==> src/rtl/cpu_pkg.sv <==
// Definitions shared by the program loader and the CPU control block:
// loader states, controller stage numbering and the data path / RAM sizes.
package cpu_pkg;

  localparam int DATA_WIDTH = 8;
  localparam int RAM_DEPTH  = 16;

  typedef enum logic [2:0] {
    ST_IDLE,
    ST_FILL,
    ST_SYNC,
    ST_STREAM,
    ST_DONE
  } loader_state_e;

  // One instruction slot has six controller stages, T0 through T5.
  typedef enum logic [2:0] {
    T0,
    T1,
    T2,
    T3,
    T4,
    T5
  } stage_e;

endpackage

==> src/rtl/prog_buffer.sv <==
// Program image store: register array with write/read pointers, a count of
// buffered bytes, and a registered head byte that always shows mem[rp].
module prog_buffer #(
  parameter int PROG_LEN = 16,
  parameter int DATA_W   = 8
) (
  input  logic                        clk,
  input  logic                        resetn,
  input  logic                        clear_i,
  input  logic                        wr_en_i,
  input  logic [DATA_W-1:0]           wr_data_i,
  input  logic                        rd_adv_i,
  output logic [DATA_W-1:0]           head_o,
  output logic [$clog2(PROG_LEN):0]   fill_level_o
);

  localparam int AW = $clog2(PROG_LEN);
  localparam int CW = AW + 1;

  logic [DATA_W-1:0] mem_q [PROG_LEN];
  logic [AW-1:0]     wp_q, wp_d;
  logic [AW-1:0]     rp_q, rp_d;
  logic [CW-1:0]     fill_q, fill_d;
  logic [DATA_W-1:0] head_q, head_d;

  // The head byte is fetched from the next read pointer, with a bypass so a
  // byte written this cycle at that address is seen immediately.
  always_comb begin
    wp_d   = wp_q;
    rp_d   = rp_q;
    fill_d = fill_q;
    if (clear_i) begin
      wp_d   = '0;
      rp_d   = '0;
      fill_d = '0;
    end else begin
      if (wr_en_i) begin
        wp_d   = wp_q + AW'(1);
        fill_d = fill_q + CW'(1);
      end
      if (rd_adv_i) begin
        rp_d = rp_q + AW'(1);
      end
    end
    head_d = (wr_en_i && (wp_q == rp_d)) ? wr_data_i : mem_q[rp_d];
  end

  always_ff @(posedge clk) begin
    if (!resetn) begin
      wp_q   <= '0;
      rp_q   <= '0;
      fill_q <= '0;
      head_q <= '0;
      for (int i = 0; i < PROG_LEN; i++) begin
        mem_q[i] <= '0;
      end
    end else begin
      wp_q   <= wp_d;
      rp_q   <= rp_d;
      fill_q <= fill_d;
      head_q <= head_d;
      if (wr_en_i) begin
        mem_q[wp_q] <= wr_data_i;
      end
    end
  end

  assign head_o       = head_q;
  assign fill_level_o = fill_q;

endmodule

==> src/rtl/program_loader.sv <==
// Buffers a whole program image from the pins, then feeds it to the CPU one byte
// per instruction slot. Define LOADER_CHECKSUM_EN to require a trailing checksum byte.
module program_loader
  import cpu_pkg::*;
#(
  parameter int PROG_LEN = RAM_DEPTH,
  parameter int DATA_W   = DATA_WIDTH
) (
  input  logic                        clk,
  input  logic                        resetn,
  input  logic                        load_en,
  input  logic [DATA_W-1:0]           in_data,
  input  logic                        in_valid,
  output logic                        in_ready,
  input  logic                        ready,
  input  logic                        read_ui_in,
  input  logic                        done_load,
  output logic                        programming,
  output logic [DATA_W-1:0]           prog_data,
  output logic [$clog2(PROG_LEN):0]   byte_count,
`ifdef LOADER_CHECKSUM_EN
  output logic                        cksum_err,
`endif
  output logic                        load_complete,
  output logic [$clog2(PROG_LEN):0]   fill_level
);

  localparam int AW = $clog2(PROG_LEN);
  localparam int CW = AW + 1;
  localparam logic [CW-1:0] FULL = CW'(PROG_LEN);
  localparam logic [CW-1:0] LAST = CW'(PROG_LEN - 1);

  loader_state_e state_q, state_d;
  logic [CW-1:0] byte_cnt_q, byte_cnt_d;
  logic          programming_q, programming_d;
  logic          load_complete_q, load_complete_d;
  logic          buf_clear, buf_wr, buf_adv, accept;
  logic [CW-1:0] buf_fill;
  logic          unused_read_ui_in;

`ifdef LOADER_CHECKSUM_EN
  logic [DATA_W-1:0] sum_q, sum_d, sum_next;
  logic              cksum_err_q, cksum_err_d;
`endif

  assign unused_read_ui_in = read_ui_in;
  assign in_ready          = (state_q == ST_FILL);
  assign accept            = in_valid & in_ready;

  prog_buffer #(
    .PROG_LEN (PROG_LEN),
    .DATA_W   (DATA_W)
  ) u_buf (
    .clk          (clk),
    .resetn       (resetn),
    .clear_i      (buf_clear),
    .wr_en_i      (buf_wr),
    .wr_data_i    (in_data),
    .rd_adv_i     (buf_adv),
    .head_o       (prog_data),
    .fill_level_o (buf_fill)
  );

  // In STREAM a done_load is applied before ready is judged, so the release
  // to DONE sees the updated byte count and always lands on a T0 pulse.
  always_comb begin
    state_d         = state_q;
    byte_cnt_d      = byte_cnt_q;
    programming_d   = programming_q;
    load_complete_d = load_complete_q;
    buf_clear       = 1'b0;
    buf_wr          = 1'b0;
    buf_adv         = 1'b0;
`ifdef LOADER_CHECKSUM_EN
    sum_d           = sum_q;
    cksum_err_d     = cksum_err_q;
    sum_next        = sum_q + in_data;
`endif
    unique case (state_q)
      ST_IDLE: begin
        if (load_en) begin
          buf_clear       = 1'b1;
          byte_cnt_d      = '0;
          load_complete_d = 1'b0;
`ifdef LOADER_CHECKSUM_EN
          sum_d           = '0;
          cksum_err_d     = 1'b0;
`endif
          state_d         = ST_FILL;
        end
      end
      ST_FILL: begin
        if (accept) begin
`ifdef LOADER_CHECKSUM_EN
          if (buf_fill != FULL) begin
            buf_wr = 1'b1;
            sum_d  = sum_next;
          end else if (sum_next != '0) begin
            cksum_err_d     = 1'b1;
            load_complete_d = 1'b1;
            state_d         = ST_DONE;
          end else begin
            state_d = ST_SYNC;
          end
`else
          buf_wr = 1'b1;
          if (buf_fill == LAST) begin
            state_d = ST_SYNC;
          end
`endif
        end
      end
      ST_SYNC: begin
        if (ready) begin
          programming_d = 1'b1;
          state_d       = ST_STREAM;
        end
      end
      ST_STREAM: begin
        if (done_load && (byte_cnt_q != FULL)) begin
          byte_cnt_d = byte_cnt_q + CW'(1);
          buf_adv    = 1'b1;
        end
        if (ready && (byte_cnt_d == FULL)) begin
          programming_d   = 1'b0;
          load_complete_d = 1'b1;
          state_d         = ST_DONE;
        end
      end
      ST_DONE: begin
        if (!load_en) begin
          state_d = ST_IDLE;
        end
      end
      default: state_d = ST_IDLE;
    endcase
  end

  always_ff @(posedge clk) begin
    if (!resetn) begin
      state_q         <= ST_IDLE;
      byte_cnt_q      <= '0;
      programming_q   <= 1'b0;
      load_complete_q <= 1'b0;
`ifdef LOADER_CHECKSUM_EN
      sum_q           <= '0;
      cksum_err_q     <= 1'b0;
`endif
    end else begin
      state_q         <= state_d;
      byte_cnt_q      <= byte_cnt_d;
      programming_q   <= programming_d;
      load_complete_q <= load_complete_d;
`ifdef LOADER_CHECKSUM_EN
      sum_q           <= sum_d;
      cksum_err_q     <= cksum_err_d;
`endif
    end
  end

  assign programming   = programming_q;
  assign byte_count    = byte_cnt_q;
  assign load_complete = load_complete_q;
  assign fill_level    = buf_fill;
`ifdef LOADER_CHECKSUM_EN
  assign cksum_err     = cksum_err_q;
`endif

endmodule

==> config.mk <==
export PLATFORM = sky130hd
export DESIGN_NAME = program_loader
export DESIGN_NICKNAME = d
export VERILOG_FILES = /design/src/rtl/cpu_pkg.sv /design/src/rtl/prog_buffer.sv /design/src/rtl/program_loader.sv
export SDC_FILE = /design/constraint.sdc
export NUM_CORES = 1
export LEC_CHECK = 0
export ABC_AREA = 1
export CAP_MARGIN = 20
export CELL_PAD_IN_SITES_DETAIL_PLACEMENT = 2
export CELL_PAD_IN_SITES_GLOBAL_PLACEMENT = 2
export CORE_ASPECT_RATIO = 0.75
export CORE_MARGIN = 2
export CORE_UTILIZATION = 40
export DETAILED_ROUTE_END_ITERATION = 16
export PLACE_DENSITY = 0.93
export SYNTH_ARGS = -nofsm -noshare
export SYNTH_HDL_FRONTEND = slang
export SYNTH_SLANG_ARGS = --single-unit
==> constraint.sdc <==
create_clock -name clk -period 4.5 [get_ports clk]
set_input_delay 0.9 -clock clk [delete_from_list [all_inputs] [get_ports clk]]
set_output_delay 0.9 -clock clk [all_outputs]
set_load 0.005 [all_outputs]
# Word level (Yosys, flattened, before mapping)
# Memories as Yosys holds them, arrays and structs flattened. A register that Yosys moved wholly into a read port is not among the register bits.
# Index checks and enable logic that the tools add are counted.
[totals]
regBits = 23
ramBits = 128
inputBits = 15
output_inout_bits = 21
word_cells = 71
n_memories = 1
[mem_list]
columns = ["name", "words", "width", "read_ports", "rd_clocked_by_memory_dff", "wr", "line_no", "text"]
rows = [
  ["u_buf.mem_q", 16, 8, 1, 1, 16, "prog_buffer.sv:20", "logic [DATA_W-1:0] mem_q [PROG_LEN];"],
]
[classes]
add_sub_neg = 4
n_eq_ne = 13
muxes = 32
bitwise = 2
reduce_logical = 12
[op_table]
columns = ["op", "count"]
rows = [
  ["$mux W3", 6],
  ["$mux W1", 15],
  ["$mux W5", 3],
  ["$pmux W3 S5", 1],
  ["$mux W4", 3],
  ["$add A5 B1 Y5 const B", 2],
  ["$pmux W5 S2", 1],
  ["$add A4 B1 Y4 const B", 2],
  ["$mux W8", 1],
  ["$ne A2 B2 Y1 const B", 4],
  ["$reduce_or A8 Y1", 1],
  ["$eq A3 B2 Y1 const B", 2],
  ["$reduce_and A3 Y1", 2],
  ["$reduce_and A6 Y1", 1],
  ["$eq A5 B4 Y1 const B", 1],
  ["$eq A5 B5 Y1 const B", 1],
  ["$ne A5 B5 Y1 const B", 1],
  ["$ne A2 B1 Y1 const B", 2],
  ["$pmux W1 S2", 2],
  ["$reduce_bool A2 Y1", 2],
  ["$eq A3 B1 Y1 const B", 1],
  ["$eq A3 B3 Y1 const B", 1],
  ["$logic_not A3 Y1", 1],
  ["$logic_and A1 B1 Y1", 2],
  ["other kinds (5)", 5],
]

# Longest topological paths before layout
# Gate-level depths: netlist of the first run.
[depth]
word_depth = 9
ltp_mapped = 19
ltp_nobuf = 18

# Hierarchy
# Synthesis of the first run repeated with hierarchy kept, for this count alone.
[unflattened]
cells_unflattened = 973
hier_area_um2 = 8055.2
[by_module_without_submodules]
columns = ["mod", "instances", "cells_each", "area_per_inst_um2", "seq_area_each_um2"]
rows = [
  ["prog_buffer", 1, 869, 7400.8, 4264.1],
  ["program_loader", 1, 104, 654.4, 200.2],
]

# Worst setup path after synthesis of the first run
# OpenSTA, ideal clock, no wires.
[synth_path]
kind = "input to register"
from = "in in_valid"
to = "mem u_buf.mem_q[0][0], enable pin"
setup_time_ns = 0.329
arrival_ns = 1.990
required_time_ns = 4.171
slack_ns = 2.181
stages = 8
path_buffers = 0
path_cell_list = "inv_1 > nor2_4 > inv_2 > nor2_1 > inv_1 > nor2_1 > nand2_1 > nand2_1"
[synth_lines]
columns = ["item", "line_no", "text"]
rows = [
  ["from (decl)", "program_loader.sv:13", "input logic in_valid,"],
  ["to (decl)", "prog_buffer.sv:20", ""],
]

# Worst setup path in the final report of the first run
[layout_path]
from = "in load_en"
to = "reg u_buf.head_q[2], in the netlist u_buf.head_o[2], read port of u_buf.mem_q"
[layout_between]
elab_chain_len = 3
[layout_lines]
columns = ["item", "line_no", "text"]
rows = [
  ["from (decl)", "program_loader.sv:11", "input logic load_en,"],
  ["$mux W1", "program_loader.sv:81", "if (load_en) begin"],
  ["$mux W1", "program_loader.sv:79", "unique case (state_q)"],
  ["$mux W4", "prog_buffer.sv:32", "if (clear_i) begin"],
  ["to (decl)", "prog_buffer.sv:24", "logic [DATA_W-1:0] head_q, head_d;"],
]
# Every way passes these cells.
# A chain may end at the register's enable or synchronous reset.

==> results of run 1 <==
## placed cells by master, fill, tap and decap left out, types with 2 or more instances in the layout
master / n
inv_2: 6
xnor2_1: 4
nand3_4: 2
nand3_2: 2
nand2_1: 196
edfxtp_1: 128
nor2_1: 172
nand4_1: 37
clkdlybuf4s50_1: 34
clkinv_4: 3
nand2_2: 3
inv_1: 162
buf_4: 10
a21oi_1: 15
o21ai_0: 10
inv_8: 2
bufinv_16: 3
ha_1: 9
nor3_1: 4
dfxtp_1: 31
nand3_1: 122
clkbuf_16: 17
xor2_1: 3
inv_6: 7
nor2_2: 2
o21ai_1: 2
## layout make-up
type,instances,area [um^2]
clock inverters,15,200
inverters,168,631
flip-flops and latches,159,4460
repair buffers,45,435
multi-input cells,589,2710
well taps,253,317
fillers,2149,10300
clock buffers,17,425
## cell families after synthesis
family | share of synthesized area (%)
buf+inv | 10.2
simple gates | 29.9
compound gates | 1.79
fa+ha+maj | 1.41
flops | 55.9
xor+xnor | 0.768
## worst max-delay path: stages
cell and delay [ns]:
clkdlybuf4s50_1 0.47, nand2_2 0.36, buf_4 0.42, nand3_1 0.55
nand2_1 0.23, inv_1 0.08, nor2_1 0.16, nand3_2 0.38
nor2_1 0.29, nor2_1 0.08, nand2_1 0.10, inv_1 0.06
## cell usage after synthesis, drive strengths merged
| cell | instances |
|---|---|
| xnor2 | 4 |
| inv | 168 |
| o21ai | 12 |
| o21a | 1 |
| or2 | 1 |
| edfxtp | 128 |
| nor3 | 5 |
| ha | 9 |
| dfxtp | 31 |
| buf | 18 |
| nor2 | 176 |
| nand4 | 38 |
| nand3 | 126 |
| xor2 | 3 |
| nand2 | 199 |
| a21oi | 15 |
| clkbuf | 24 |
## state kept, by name, summed over array words and instances, names as in the netlist
name / cells
load_complete: 1
byte_count: 5
u_buf.rp_q: 4
programming: 1
u_buf.fill_level_o: 5
u_buf.wp_q: 4
u_buf.mem_q: 128
u_buf.head_o: 8
state_q: 3
## power groups by stage
stage               combinational [W]  clock [W]  sequential (W)
CTS                          0.000821    0.00165         0.00173
global placement             0.000713          0         0.00175
global route                 0.000899    0.00170         0.00174
detailed placement           0.000772          0         0.00176
floorplan                    0.000462          0         0.00174
finish                       0.000837    0.00165         0.00173
## metal layers
| layer | track usage [%] | wire, um |
|---|---|---|
| met3 | 6.55 | 2140 |
| met5 | 0 | 0 |
| met4 | 15.0 | 1350 |
| met1 | 41.8 | 13800 |
| met2 | 54.9 | 16300 |
## worst paths after layout
path / start / end / slack, ns / cells after the start
setup / recovery: load_en / u_buf.head_o[2] / 0.76 / 12
hold / removal: programming / programming / 0.49 / 2
setup reg to reg: state_q[2] / u_buf.head_o[2] / 0.92 / 12
hold reg to reg: programming / programming / 0.49 / 2
## metrics by stage
stage / instances / setup slack (ns)
global route: 1246 / 0.685
global placement: 1214 / 0.837
detailed placement: 1214 / 0.656
CTS: 1246 / 0.879
finish: 1246 / 0.760
floorplan: 958 / 2.18
==> run summary, run 1 <==
Rows -> 44
vias in the first global route -> 8038
overall power -> 0.00422 W
htree depth -> 4
final slew viol count -> 0
Initial Util -> 41.1%
post-CTS sizing -> 0
I/O pin count -> 36
ant diodes -> 0
drt first-iter violations -> 646
CP max FO -> 27
sequential share of power -> 41.1%
via count -> 7321
Die W -> 167 um
Setup Skew -> 0.0138 ns
Net Count, Synth -> 982
DRC viols -> 0
worst slew pin tran -> 0.907 ns
Fin. Hold Viols -> 0
CTS tree -> yes
Switching Fraction -> 33.5%
synth top area cells -> edfxtp_1 48%, nand2_1 9.2%, nor2_1 8.1%
Psw -> 0.00141 W
WP data arrival -> 4.10 ns
f_max -> 0.267 GHz
TritonRoute pass-1 iters -> 7
Power Internal -> 0.00280 W
Area after DPL -> 8550 um^2
Port Buffer Count -> 34
clock buffer depth -> 2
status -> complete, no violations
Comb power frac -> 19.9%
Startpoint Class -> primary input
Worst VDD drop -> 0.000318 V
Layout area overhead -> 15.0%
Tot GR Track Use -> 32.9%
Num CTS Buffers -> 17
hold bufs inserted after CTS -> 0
Finished Cell Area -> 9180 um^2
clock root cell -> clkbuf_16
Placer Congestion -> 0.785
later-pin clock latency in the skew report -> 0.46 ns
Synth Register Bits -> 159
final net count -> 1004
Post-DP HPWL -> 19300 um
final hold slack -> 0.493 ns
Worst Path Required -> 4.86 ns
Post-Syn Area per Cell -> 8.33 um^2
post-route ant nets -> 0
core area -> 19400 um^2
Vias/cell -> 5.88
P_leak -> 4.06 nW
critical path class -> in -> reg
Seq/Total Area, Yosys -> 55.9%
GRT overflow -> 0
synth warn -> 0
CP endpoint kind -> flip-flop
dominant cell type by area after synthesis -> edfxtp_1
die height -> 126 um
worst hold path type -> reg -> reg
fin util -> 47.2%
total length of routed wires -> 33600 um
die area -> 21100 um^2
first-pass GRT wire length -> 51400 um
final setup vio count -> 0
Post-Route Setup TNS -> 0 ns
relative slew slack -> 39.5%
top cell type's share of synthesized area -> 48.2%
initial antenna violation count -> 0
period utilization -> 83.1%
max_cap viols -> 0
postcts setup bufs -> 0
Routed WL per cell -> 27.0 um
clock slew at reported path FFs -> 0.07 ns
Gate Count Post-Synth -> 958
count of different cell masters after synthesis -> 29
fraction of layout cells with a size suffix above 1 -> 6.34%
RSZ-0062 raised after global routing -> false
Mapped Area -> 7980 um^2
pwr dens -> 459 nW/um^2
Final min period -> 3.74 ns
Clock power frac -> 39.0%
largest net degree at the start of global routing -> 56
CTS Sinks -> 159
No activity file was read; power rests on OpenSTA's default activity.
==> inputs of run 2 (changes only) <==
--- a/config.mk
+++ b/config.mk
@@ -11,9 +11,9 @@
 export CELL_PAD_IN_SITES_GLOBAL_PLACEMENT = 2
 export CORE_ASPECT_RATIO = 0.75
 export CORE_MARGIN = 2
-export CORE_UTILIZATION = 40
+export CORE_UTILIZATION = 34
 export DETAILED_ROUTE_END_ITERATION = 16
-export PLACE_DENSITY = 0.93
+export PLACE_DENSITY = 0.85
 export SYNTH_ARGS = -nofsm -noshare
 export SYNTH_HDL_FRONTEND = slang
 export SYNTH_SLANG_ARGS = --single-unit
==> constraint.sdc (replaced) <==
create_clock -name clk -period 3.4 [get_ports clk]
set_input_delay 0.68 -clock clk [delete_from_list [all_inputs] [get_ports clk]]
set_output_delay 0.68 -clock clk [all_outputs]
set_load 0.005 [all_outputs]
==> run 2 against run 1 <==
Effect of this change:
- sequential share of layout area is 0.64 points lower
- clock skew is 0.0022 ns higher
- first-iteration DRC count is 46% lower
- total power is 26% higher
- register-to-register slack worse by 0.35 ns
- critical endpoint unchanged
- highest routed layer is now met5
==> run summary, run 2 (same netlist as run 1, synthesis figures left out) <==
Placed Cells -> 1274 (was 1214)
pwr dens -> 571 nW/um^2 (was 459 nW/um^2)
most used cell along the critical path -> nand2_1 (was nor2_1)
Fin. Hold Viols -> 0 (unchanged)
period utilization -> 83.3%
Vias/cell -> 5.20 (was 5.88)
Placer Congestion -> 0.780 (was 0.785)
cell family with most CP delay -> simple AND/OR/NAND/NOR gates (unchanged)
post-route ant nets -> 0 (unchanged)
Routed WL per cell -> 20.4 um (was 27.0 um)
TritonRoute pass-1 iters -> 5 (was 7)
top layer in use -> met5 (was met4)
Port Buffer Count -> 34 (unchanged)
initial antenna violation count -> 1 (was 0)
CP bufs+invs -> 3 (was 4)
Max stage delay on crit path -> 0.43 ns (was 0.55 ns)
I/O pin count -> 36 (unchanged)
max reg flops -> 128 (unchanged)
CP max FO -> 19 (was 27)
final setup vio count -> 0 (unchanged)
Post-Route Setup TNS -> 0 ns (unchanged)
Rows -> 48 (was 44)
Post-DP HPWL -> 17900 um (was 19300 um)
routed wl met2 -> 13400 um (was 16300 um)
f_max -> 0.353 GHz
CTS tree -> yes (unchanged)
Initial Util -> 34.7% (was 41.1%)
Setup Skew -> 0.0160 ns (was 0.0138 ns)
htree depth -> 4 (unchanged)
CP max stage cell -> dfxtp_1 (was nand3_1)
relative slew slack -> 36.9% (was 39.5%)
max_cap viols -> 0 (unchanged)
status -> complete, no violations (unchanged)
CTS Sinks -> 159 (unchanged)
vias in the first global route -> 7401 (was 8038)
fraction of layout cells with a size suffix above 1 -> 7.26% (was 6.34%)
Worst VDD drop -> 0.000387 V (was 0.000318 V)
Layout area overhead -> 16.5% (was 15.0%)
postcts setup bufs -> 0 (unchanged)
filler instances -> 2555 (was 2149)
Final min period -> 2.83 ns
Startpoint Class -> flip-flop (was primary input)
clock root cell -> clkbuf_16 (unchanged)
clock slew at reported path FFs -> 0.07 ns (about the same)
Num CTS Buffers -> 17 (unchanged)
most frequent cells in the layout -> 196 x nand2_1, 172 x nor2_1, 162 x inv_1 (unchanged)
worst hold path type -> reg -> reg (unchanged)
final net count -> 1017 (was 1004)
Detail Route met3 WL -> 1220 um (was 2140 um)
drt first-iter violations -> 347 (was 646)
DRC viols -> 0 (unchanged)
ant diodes -> 0 (unchanged)
hold bufs inserted after CTS -> 0 (unchanged)
total length of routed wires -> 26700 um (was 33600 um)
core area -> 23000 um^2 (was 19400 um^2)
commonest non-fill, non-tap cell in the layout -> nand2_1 (unchanged)
P_leak -> 4.09 nW (was 4.06 nW)
Worst Path Required -> 3.74 ns (was 4.86 ns)
largest net degree at the start of global routing -> 35 (was 56)
via count -> 6792 (was 7321)
worst slew pin tran -> 0.946 ns (was 0.907 ns)
clock buffer depth -> 2 (unchanged)
post-CTS sizing -> 0 (unchanged)
critical path class -> reg -> reg (was in -> reg)
GRT overflow -> 0 (unchanged)
Largest Register -> u_buf.mem_q (unchanged)
Tot GR Track Use -> 22.8% (was 32.9%)
Die W -> 181 um (was 167 um)
final slew viol count -> 0 (unchanged)
WP data arrival -> 3.17 ns (was 4.10 ns)
metal1 wirelength -> 11400 um (was 13800 um)
CP endpoint kind -> flip-flop (unchanged)
RSZ-0062 raised after global routing -> false (unchanged)
first-pass GRT wire length -> 42000 um (was 51400 um)
die area -> 24700 um^2 (was 21100 um^2)
die height -> 137 um (was 126 um)
Layout Cells excl Fill -> 1306 (was 1246)
critical-path cell list -> inv_1 > ha_1 > nand2_1 > inv_1 > nand2_1 > nand3_4 > nand2_1 > nand3_4 > nand2_1 > nand2_1 > nor2_2 > nand3_2 > nor2_1 > nor2_1 > nand2_1 > inv_1 (was clkdlybuf4s50_1 > nand2_2 > buf_4 > nand3_1 > nand2_1 > inv_1 > nor2_1 > nand3_2 > nor2_1 > nor2_1 > nand2_1 > inv_1)
later-pin clock latency in the skew report -> 0.45 ns (was 0.46 ns)
[run 2: cell types whose count changed in the layout (fill, tap and decap cells not counted)]
| cell | change |
|---|---|
| buf_12 | -1 |
| clkinvlp_4 | +3 |
| buf_4 | +14 |
| clkbuf_8 | +3 |
| clkinv_1 | +1 |
| inv_6 | -7 |
| clkbuf_1 | +2 |
| inv_8 | -2 |
| clkinv_2 | +2 |
| clkbuf_16 | +1 |
| bufinv_16 | -1 |
| clkinv_4 | -2 |
[run 2: layout make-up]
cell class / count / area [um^2] / share of cell area [%]
flip-flops and latches: 159 / 4460 / 48.0
inverters: 168 / 631 / 6.78
repair buffers: 58 / 520 / 5.60
clock inverters: 9 / 105 / 1.13
well taps: 300 / 375 / 4.04
clock buffers: 23 / 499 / 5.37
multi-input cells: 589 / 2710 / 29.1
[run 2: worst min-delay path, stage by stage, from the launching register on]
cell and delay [ns]:
dfxtp_1 0.31, inv_1 0.05, a21oi_1 0.05
[run 2: power breakdown]
group	leakage, nW	switching (W)	internal [W]
clock	0.288	0.000830	0.00118
sequential	1.57	0.0000675	0.00222
combinational	2.23	0.000699	0.000321
[run 2: path summary, 6_finish.rpt]
| check | from | to | slack, ns | cells after the start |
|---|---|---|---|---|
| worst max register to register | byte_count[0] | u_buf.head_o[2] | 0.57 | 16 |
| worst max-delay path | byte_count[0] | u_buf.head_o[2] | 0.57 | 16 |
| worst min-delay path | programming | programming | 0.45 | 2 |
| worst min register to register | programming | programming | 0.45 | 2 |
[run 2: per-layer routing]
metal | global-route usage [%] | up-vias
li1 | - | 3127
met1 | 27.8 | 3459
met2 | 40.0 | 156
met5 | 0 | -
met4 | 8.78 | 2
met3 | 4.79 | 48
[run 2: per-stage QoR]
stage,utilization [%],area (um^2),setup slack (ns),total power [W],hold WS [ns]
2_1_floorplan,-,7980,1.30,0.00292,0.438
3_3_place_gp,37.8,8700,0.414,0.00328,0.431
3_5_place_dp,37.8,8700,0.286,0.00334,0.440
4_1_cts,40.4,9300,0.547,0.00534,0.451
5_1_grt,40.4,9300,0.361,0.00554,0.489
6_report,40.4,9300,0.567,0.00532,0.447
==> inputs of run 3 (changes only) <==
==> constraint.sdc (replaced) <==
create_clock -name clk -period 2.3 [get_ports clk]
set_input_delay 0.46 -clock clk [delete_from_list [all_inputs] [get_ports clk]]
set_output_delay 0.46 -clock clk [all_outputs]
set_load 0.005 [all_outputs]
==> run 3 against run 2 <==
Effect of this change:
- the flow now finishes with violations (setup timing)
- total power is 67% higher
- critical path type unchanged
- count of clock-buffer cells in the layout decreased by 5
- sequential share of layout area is 6.4 points lower
- core utilization up 6.3 points
- worst hold slack better by 0.067 ns
- final cell count grew 7.1%
- largest power group unchanged
- combinational power increased by 130%
==> run summary, run 3 (same netlist as run 1, synthesis figures left out) <==
CTS tree -> yes (unchanged)
Startpoint Class -> flip-flop (unchanged)
GRT overflow -> 0 (unchanged)
overall power -> 0.00886 W (was 0.00532 W)
Final min period -> 2.44 ns (was 2.83 ns)
max reg flops -> 128 (unchanged)
metal1 wirelength -> 16000 um (was 11400 um)
max_cap viols -> 0 (unchanged)
Final WS setup -> -0.145 ns (was 0.567 ns)
hold bufs inserted after CTS -> 0 (unchanged)
ant diodes -> 0 (unchanged)
worst hold path type -> reg -> reg (unchanged)
Port Buffer Count -> 34 (unchanged)
routed wl met2 -> 19900 um (was 13400 um)
filler instances -> 2441 (was 2555)
CTS Sinks -> 159 (unchanged)
WP data arrival -> 2.81 ns (was 3.17 ns)
Num CTS Buffers -> 17 (unchanged)
Routed WL per cell -> 29.5 um (was 20.4 um)
RSZ-0062 raised after global routing -> true (was false)
clock root cell -> clkbuf_16 (unchanged)
largest net degree at the start of global routing -> 36 (was 35)
Finished Cell Area -> 10700 um^2 (was 9300 um^2)
die area -> 24700 um^2 (unchanged)
I/O pin count -> 36 (unchanged)
clock buffer depth -> 2 (unchanged)
via count -> 8057 (was 6792)
commonest non-fill, non-tap cell in the layout -> nand2_1 (unchanged)
Placer Congestion -> 0.778 (was 0.780)
fraction of layout cells with a size suffix above 1 -> 22.3% (was 7.26%)
Die W -> 181 um (unchanged)
first-pass GRT wire length -> 60300 um (was 42000 um)
final net count -> 1110 (was 1017)
Post-DP HPWL -> 21400 um (was 17900 um)
CP endpoint kind -> flip-flop (unchanged)
total length of routed wires -> 41300 um (was 26700 um)
Tot GR Track Use -> 33.8% (was 22.8%)
Worst Path Required -> 2.67 ns (was 3.74 ns)
period utilization -> 106% (was 83.3%)
CP max stage cell -> dfxtp_1 (unchanged)
most frequent cells in the layout -> 167 x nand2_1, 155 x inv_1, 150 x nor2_1 (was 196 x nand2_1, 172 x nor2_1, 162 x inv_1)
worst slew pin tran -> 0.453 ns (was 0.946 ns)
Max stage delay on crit path -> 0.34 ns (was 0.43 ns)
top layer in use -> met4 (was met5)
final setup vio count -> 39 (was 0)
Worst VDD drop -> 0.000659 V (was 0.000387 V)
core area -> 23000 um^2 (unchanged)
critical-path cell list -> buf_4 > nor3_2 > nand2_2 > nand3_4 > buf_6 > buf_12 > nand2_1 > nand3_1 > nand3_1 > nand3_2 > nand3_2 > nand2_1 > inv_1 (was inv_1 > ha_1 > nand2_1 > inv_1 > nand2_1 > nand3_4 > nand2_1 > nand3_4 > nand2_1 > nand2_1 > nor2_2 > nand3_2 > nor2_1 > nor2_1 > nand2_1 > inv_1)
Setup Skew -> 0.0126 ns (was 0.0160 ns)
critical path class -> reg -> reg (unchanged)
DRC viols -> 0 (unchanged)
Reg2Reg Setup Slack -> -0.14 ns (was 0.57 ns)
status -> complete, but fails checks (was complete, no violations)
f_max -> 0.409 GHz (was 0.353 GHz)
Initial Util -> 34.7% (unchanged)
Layout area overhead -> 34.6% (was 16.5%)
Detail Route met3 WL -> 2830 um (was 1220 um)
drt first-iter violations -> 771 (was 347)
Area after DPL -> 9570 um^2 (was 8700 um^2)
Rows -> 48 (unchanged)
CP max FO -> 16 (was 19)
P_leak -> 4.73 nW (was 4.09 nW)
clock slew at reported path FFs -> 0.08 ns (was 0.07 ns)
relative slew slack -> 69.7% (was 36.9%)
TritonRoute pass-1 iters -> 5 (unchanged)
later-pin clock latency in the skew report -> 0.46 ns (was 0.45 ns)
pwr dens -> 825 nW/um^2 (was 571 nW/um^2)
initial antenna violation count -> 0 (was 1)
post-route ant nets -> 0 (unchanged)
Fin. Hold Viols -> 0 (unchanged)
die height -> 137 um (unchanged)
final hold slack -> 0.514 ns (was 0.447 ns)
final slew viol count -> 0 (unchanged)
failing checks -> setup timing
Vias/cell -> 5.76 (was 5.20)
Largest Register -> u_buf.mem_q (unchanged)
htree depth -> 4 (unchanged)
vias in the first global route -> 8967 (was 7401)
[run 3: cell types whose count changed in the layout (fill, tap and decap cells not counted), moves of 11 or more]
cell / delta
buf_4: +56
nand2_1: -29
buf_12: +26
nand2_2: +22
nor2_1: -22
nor2_2: +16
nand3_1: -14
nand3_2: +11
[run 3: path summary, 6_finish.rpt]
path                from  cells after the start              end
max           state_q[1]                     13  u_buf.head_o[3]
min          programming                      2      programming
max reg2reg   state_q[1]                     13  u_buf.head_o[3]
min reg2reg  programming                      2      programming
[run 3: critical path: cells and delay by family, from the launching register on]
family | cells | cell delay [ns]
buffers and inverters | 4 | 0.55
flip-flops | 1 | 0.34
AND/OR/NAND/NOR | 9 | 1.47
[run 3: power breakdown]
part	internal [W]	leakage, nW	switching, W
registers	0.00328	1.58	0.000125
clock network	0.00171	0.286	0.00137
logic	0.000855	2.87	0.00151
[run 3: layer usage]
layer  global-route usage (%)  up-vias
met5                        0        -
met4                     20.7        0
met3                     7.24      171
met2                     57.0      446
met1                     40.0     4119
li1                         -     3321
[run 3: final cells by class]
cell class	instances	area (um^2)	area share [%]
Clock buffer	18	429	3.99
Tap cell	300	375	3.49
Sequential cell	159	4470	41.6
Multi-Input combinational cell	589	3020	28.1
Timing Repair Buffer	151	1640	15.3
Inverter	168	642	5.97
Clock inverter	14	166	1.55
[run 3: through the flow]
step	setup WS, ns	setup TNS (ns)	std cells	utilization [%]
finish	-0.145	-1.02	1399	46.7
global route	-0.205	-2.03	1399	46.7
CTS	0.000485	0	1396	45.9
detailed placement	-0.340	-18.42	1349	41.6
global placement	-0.237	-1.64	1349	41.6
floorplan	0.207	0	958	-
[run 3: repair_timing]
item	4_1_cts	5_1_grt
cloned	4	0
pin swaps	14	14
endpoints found under the hold margin	0	0
endpoints found under the setup margin	124	241
resized for setup	52	63
buffers inserted	11	4
